--- config.mk ---
export PLATFORM = sky130hd
export DESIGN_NAME = multiplexer_io_pipelined
export DESIGN_NICKNAME = d
export VERILOG_FILES = /design/src/rtl/multiplexer_io_pipelined.sv
export SDC_FILE = /design/constraint.sdc
export NUM_CORES = 1
export LEC_CHECK = 0
export ABC_AREA = 1
export CAP_MARGIN = 20
export CORE_MARGIN = 2
export CORE_UTILIZATION = 45
export DETAILED_ROUTE_END_ITERATION = 16
export HOLD_SLACK_MARGIN = 0.12
export MAX_ROUTING_LAYER = met4
export PLACE_DENSITY = 0.72
export SYNTH_ARGS = -nofsm -noshare
export SYNTH_HDL_FRONTEND = slang
export SYNTH_SLANG_ARGS = --single-unit
--- constraint.sdc ---
create_clock -name clk -period 0.8 [get_ports clk]
set_input_delay 0.12 -clock clk [delete_from_list [all_inputs] [get_ports clk]]
set_output_delay 0.12 -clock clk [all_outputs]
set_load 0.005 [all_outputs]
--- src/rtl/multiplexer_io_pipelined.sv ---
// Pipelined N:1 routing mux with a serially loaded, atomically committed selector.
// Define MULTIPLEXER_IO_PIPELINED_OOR_FLAG_EN to add the sel_error output.
module multiplexer_io_pipelined #(
  parameter int N_INPUTS  = 10,
  parameter int SEL_WIDTH = 4,
  parameter int PIPELINED = 1
) (
  input  logic                clk,
  input  logic                rst,
  input  logic                config_en,
  input  logic                config_in,
  output logic                config_out,
  input  logic                config_commit,
  input  logic [N_INPUTS-1:0] data_in,
  input  logic                data_valid_in,
  output logic                data_out,
  output logic                data_valid_out
`ifdef MULTIPLEXER_IO_PIPELINED_OOR_FLAG_EN
  ,
  output logic                sel_error
`endif
);

  localparam int TREE_W    = 1 << SEL_WIDTH;
  localparam int SEL_TOT   = (SEL_WIDTH * (SEL_WIDTH - 1)) / 2;
  localparam int SEL_TOT_W = (SEL_TOT > 0) ? SEL_TOT : 1;
  localparam int DEPTH     = (PIPELINED != 0) ? SEL_WIDTH : 1;

  // Base offset of the r-bit remaining-selector field in the packed selector pipeline.
  function automatic int sel_off(input int r);
    return (r * (r - 1)) / 2;
  endfunction

  // ---------------------------------------------------------------------------
  // Configuration chain: shadow shift register, active selector, chain output
  // ---------------------------------------------------------------------------
  logic [SEL_WIDTH-1:0] shadow_q;
  logic [SEL_WIDTH-1:0] active_q;
  logic                 config_out_q;

  // NOTE: non-blocking assignments make the commit capture the pre-shift shadow
  // value when config_en and config_commit are both high on the same edge.
  always_ff @(posedge clk) begin
    if (rst) begin
      shadow_q     <= '0;
      active_q     <= '0;
      config_out_q <= 1'b0;
    end else begin
      if (config_en) begin
        shadow_q     <= {shadow_q[SEL_WIDTH-2:0], config_in};
        config_out_q <= shadow_q[SEL_WIDTH-1];
      end
      if (config_commit) begin
        active_q <= shadow_q;
      end
    end
  end

  assign config_out = config_out_q;

  // ---------------------------------------------------------------------------
  // Tree entry: pad to a power of two and zero-gate invalid samples
  // ---------------------------------------------------------------------------
  logic [TREE_W-1:0] padded;
  logic [TREE_W-1:0] tree_in;

  // NOTE: every always_comb output gets a default first so no latch is inferred.
  always_comb begin
    padded                 = '0;
    padded[N_INPUTS-1:0]   = data_in;
  end

  assign tree_in = data_valid_in ? padded : '0;

  // ---------------------------------------------------------------------------
  // Binary mux tree. Level outputs are packed heap-style: the W-bit result of a
  // level sits at [2W-1:W], so the final selected bit is bit 1.
  // ---------------------------------------------------------------------------
  logic [TREE_W-1:1]    tree_d;
  logic [TREE_W-1:1]    tree_src;
  logic [SEL_TOT_W-1:0] sel_d;
  logic [SEL_TOT_W-1:0] sel_src;
  logic                 data_bit;

  for (genvar j = 0; j < SEL_WIDTH; j++) begin : g_lvl
    localparam int R = SEL_WIDTH - 1 - j;
    localparam int W = 1 << R;

    logic [2*W-1:0] vec_in;
    logic [R:0]     sel_in;

    if (j == 0) begin : g_first
      assign vec_in = tree_in;
      assign sel_in = active_q;
    end else begin : g_next
      assign vec_in = tree_src[4*W-1:2*W];
      assign sel_in = sel_src[sel_off(R+1)+R:sel_off(R+1)];
    end

    // Selector bit set picks the upper half, matching MSB-first index order.
    assign tree_d[2*W-1:W] = sel_in[R] ? vec_in[2*W-1:W] : vec_in[W-1:0];

    if (R > 0) begin : g_sel
      assign sel_d[sel_off(R)+R-1:sel_off(R)] = sel_in[R-1:0];
    end
  end

  if (PIPELINED != 0) begin : g_pipe
    logic [TREE_W-1:1]    tree_q;
    logic [SEL_TOT_W-1:0] sel_q;

    always_ff @(posedge clk) begin
      if (rst) begin
        tree_q <= '0;
        sel_q  <= '0;
      end else begin
        tree_q <= tree_d;
        sel_q  <= sel_d;
      end
    end

    assign tree_src = tree_q;
    assign sel_src  = sel_q;
    assign data_bit = tree_q[1];
  end else begin : g_comb
    logic out_q;

    always_ff @(posedge clk) begin
      if (rst) begin
        out_q <= 1'b0;
      end else begin
        out_q <= tree_d[1];
      end
    end

    assign tree_src = tree_d;
    assign sel_src  = sel_d;
    assign data_bit = out_q;
  end

  assign data_out = data_bit;

  // ---------------------------------------------------------------------------
  // Valid (and optional out-of-range flag) travel with the sample
  // ---------------------------------------------------------------------------
  logic [DEPTH-1:0] valid_q;
  logic [DEPTH-1:0] valid_d;

  always_comb begin
    valid_d    = valid_q << 1;
    valid_d[0] = data_valid_in;
  end

  always_ff @(posedge clk) begin
    if (rst) begin
      valid_q <= '0;
    end else begin
      valid_q <= valid_d;
    end
  end

  assign data_valid_out = valid_q[DEPTH-1];

`ifdef MULTIPLEXER_IO_PIPELINED_OOR_FLAG_EN
  logic             oor_in;
  logic [DEPTH-1:0] err_q;
  logic [DEPTH-1:0] err_d;

  assign oor_in = int'(active_q) >= N_INPUTS;

  always_comb begin
    err_d    = err_q << 1;
    err_d[0] = data_valid_in & oor_in;
  end

  always_ff @(posedge clk) begin
    if (rst) begin
      err_q <= '0;
    end else begin
      err_q <= err_d;
    end
  end

  assign sel_error = err_q[DEPTH-1];
`endif

endmodule
# After elaboration in Yosys (flattened, before gate mapping)
# Cells that the tools add are included.
# totals
output_inout_bits,3
ff_bits,34
# op_classes
mux,5
# ops
operator,count
two-way mux 10 bit,1
two-way mux 8 bit,1
two-way mux 4 bit,1
two-way mux 2 bit,1
two-way mux 1 bit,1

# Depth between registers and ports, before layout
# logic_depth
word_depth,2
mapped_depth,4
ltp_nobuf,4

# Worst setup path before layout
# OpenSTA, ideal clock, no wires.
# synth_timing
path_type,reg-to-reg
from,reg active_q[3]
to,reg g_pipe.tree_q[8] (netlist name)
setup_ps,113
stages_incl_launch_ff,5
synth_period_minus_slack_ps,675
required_ps,687
arrival_time_ps,562
slack_ps,125
path_cell_list,dfxtp_1 inv_1 nand2_1 nand2_1 nor2_1
# synth_between
elab_chain_cells,1
# synth_lines
element,line,source
start: declaration,38,logic [SEL_WIDTH-1:0] active_q;
start signal: assignment,54,active_q <= shadow_q;
two-way mux 8 bit,101,assign tree_d[2*W-1:W] = sel_in[R] ? vec_in[2*W-1:W] : vec_in[W-1:0];
end signal: assignment,117,tree_q <= tree_d;
end: declaration,109,logic [TREE_W-1:1] tree_q;
# Every way passes these cells.
# A chain may end at the register's enable or synchronous reset.

# Worst setup path after layout
# layout_timing
from,reg config_out_q (netlist: config_out)
to,out config_out
# layout_rtl
element,line,source
start: declaration,39,logic config_out_q;
start signal: assignment,51,config_out_q <= shadow_q[SEL_WIDTH-1];
end: declaration,12,"output logic config_out,"
# No word-level cell between the ends.

==> impl_metrics.json <==
{
  "status": "finished, violations left",
  "failed_checks": "negative setup slack",
  "clock_path_buffers": 2,
  "crit_chain": "buf_6",
  "wl_um": 1576,
  "synth_seq_area_share_pct": 61.40,
  "multi_input_area_sq_um": 320.3,
  "fp.dieH_um": 53.64,
  "ioPinCount": 19,
  "drcViolationCount": 0,
  "vias": 822,
  "h-tree-depth": 2,
  "arrival_ps": 740,
  "path_clk_slew_ps": 100,
  "cp-start-kind": "register",
  "comb_power_share_pct": 8.3,
  "maxCapViolations": 0,
  "drt-vias-per-instance": 4.372,
  "gp_congestion": 0.7036,
  "synth.cell_area_sq_um": 1109,
  "worstPathRequired_ps": 680,
  "port_buffers": 18,
  "cts_buffers": 5,
  "drive_above_1_share_pct": 11.25,
  "power_density_nw_per_um2": 2127,
  "tightest_slew_ps": 208.9,
  "antenna_cells": 0,
  "setup_tns_ps": -150.8,
  "grt_pass1_vias": 790,
  "die_width_um": 53.64,
  "syn_inst": 134,
  "antenna_left": 0,
  "die_area_sq_um": 2877,
  "placed_cell_area_sq_um": 1335,
  "intPower_w": 0.002331,
  "cts-root-buf": "clkbuf_4",
  "endpoint_kind": "primary output",
  "ctsHoldBuffers": 0,
  "p_sw_w": 0.0006414,
  "period_needed_ps": 863.3,
  "timing.hold.ws_ps": 175.3,
  "critPathSlowestCell": "dfxtp_2",
  "ys_ff_latch": 34,
  "finalWorstSetupSlack_ps": -63.32,
  "mostFrequentLayoutCell": "nor2_1",
  "clock_skew_ps": 6.646,
  "tritoncts": "yes",
  "grt_pass1_wl_um": 2829,
  "rrSetupSlack_ps": 70,
  "ys_warn_count": 0,
  "cts_setup_buffers": 0,
  "path_buf_inv": 1,
  "clk_latency_ps": 310,
  "numClockSinks": 34,
  "firstDrtPassIters": 4,
  "nets": 175,
  "overflow": 0,
  "core_sq_um": 2276,
  "final_cell_mix": "nor2_1, dfxtp_1, inv_1, o21ai_0, clkdlybuf4s50_1",
  "sequentialPowerShare_pct": 60.6,
  "dp_hpwl_um": 1241,
  "relSlewSlack_pct": 86.05,
  "finalCritPeriodShare_pct": 107.9,
  "crit_path_max_incr_delay_ps": 330,
  "maxSlewViolCount": 0,
  "path_max_fanout": 2,
  "syn_to_final_growth_pct": 26.07,
  "power_switching_share_pct": 21.58,
  "grt_setup_unrepaired": "yes",
  "grt_max_degree": 17,
  "critPathTopFamily": "flip-flops",
  "vdd_ir_drop_max_uv": 1220,
  "setup_viol_count_final": 3,
  "fill_cells": 209,
  "wire_per_inst_um": 8.383,
  "clock_power_share_pct": 31.0,
  "avgSynthCellArea_sq_um": 8.273,
  "drt_iter0_markers": 6,
  "max_freq_mhz": 1158,
  "postLayoutCellArea_sq_um": 1398,
  "antenna_found_initial": 0,
  "hold_viol_final": 0,
  "syn_nets": 150,
  "gr-usage-all-layers_pct": 14.30,
  "regArea_sq_um": 683.2,
  "path_class": "register to primary output",
  "synth_cell_types": 11,
  "min_path_type": "primary input to register",
  "start_util_pct": 48.71,
  "p_leak_nw": 0.6682,
  "num_rows": 17
}
[final timing paths]
check	depth (start not counted)	startpoint	to
hold / removal	3	rst	g_pipe.sel_q[4]
setup reg to reg	3	g_pipe.sel_q[5]	g_pipe.tree_q[6]
setup / recovery	1	config_out	config_out
hold reg to reg	2	g_pipe.sel_q[1]	g_pipe.sel_q[0]
[layout make-up]
type                    count  area share [%]
well taps                  28           2.507
multi-input cells          73           22.92
repair buffers             20           14.68
flip-flops and latches     34           48.88
clock inverters             1          0.3581
inverters                  25           6.714
clock buffers               7           3.939
[cells by family after synthesis]
kind of cell / after synthesis / synth area share, %
DFF: 34 / 61.40
and+or+nand+nor: 57 / 21.44
buffers and inverters: 27 / 9.932
AOI/OAI and AO/OA: 16 / 7.223
[power by group through the flow]
stage	sequential (W)	clock [W]	combinational, W
after floorplan	0.00183	0	0.000130
after global placement	0.00184	0	0.000244
after detailed placement	0.00184	0	0.000251
after CTS	0.00180	0.000971	0.000247
after global routing	0.00181	0.00104	0.000283
final	0.00180	0.000923	0.000248
[flip-flops by register name (all words and copies together), names as in the netlist]
signal and count:
config_out 1, g_pipe.tree_q 15, shadow_q 4, valid_q 4
active_q 4, g_pipe.sel_q 6
[worst register-to-register path: cells and delay by family (launching register included)]
| kind | cells | cell delay [ps] |
|---|---|---|
| buf+inv | 1 | 100 |
| simple gates | 2 | 160 |
| flops | 1 | 380 |
[metrics by stage]
stage	std cells	setup slack (ps)	util, %	power [W]
floorplan	134	125.2	-	0.001963
global placement	180	-282.4	58.66	0.002082
detailed placement	180	-313.8	58.66	0.002092
CTS	188	-86.32	60.69	0.003020
global route	188	-111.8	61.41	0.003134
finish	188	-63.32	61.41	0.002972
[synthesized netlist by cell type]
| cell | number | area share (%) |
|---|---|---|
| o21ai_0 | 15 | 6.8 |
| inv_2 | 1 | 0.34 |
| inv_1 | 24 | 8.1 |
| dfxtp_1 | 34 | 61 |
| nand2_4 | 1 | 1.0 |
| nor2_8 | 1 | 1.8 |
| o21ai_1 | 1 | 0.45 |
| buf_6 | 1 | 1.0 |
| nand2_1 | 4 | 1.4 |
| buf_2 | 1 | 0.45 |
| nor2_1 | 51 | 17 |
[what timing repair did]
action                     in CTS  in global routing
resized for setup              13                  5
setup endpoints to repair       3                 11
hold endpoints to repair        0                  0
gates cloned                    0                  0
[routing by layer]
metal  GRT usage [%]  wire length [um]  vias to the layer above
li1                -                 -                      446
met1           13.33               652                      367
met2           25.51               863                        9
met3           5.000                61                        0
met4           7.692                 0                        0
met5               -                 0                        -
Power figures use the tool's default switching activity.
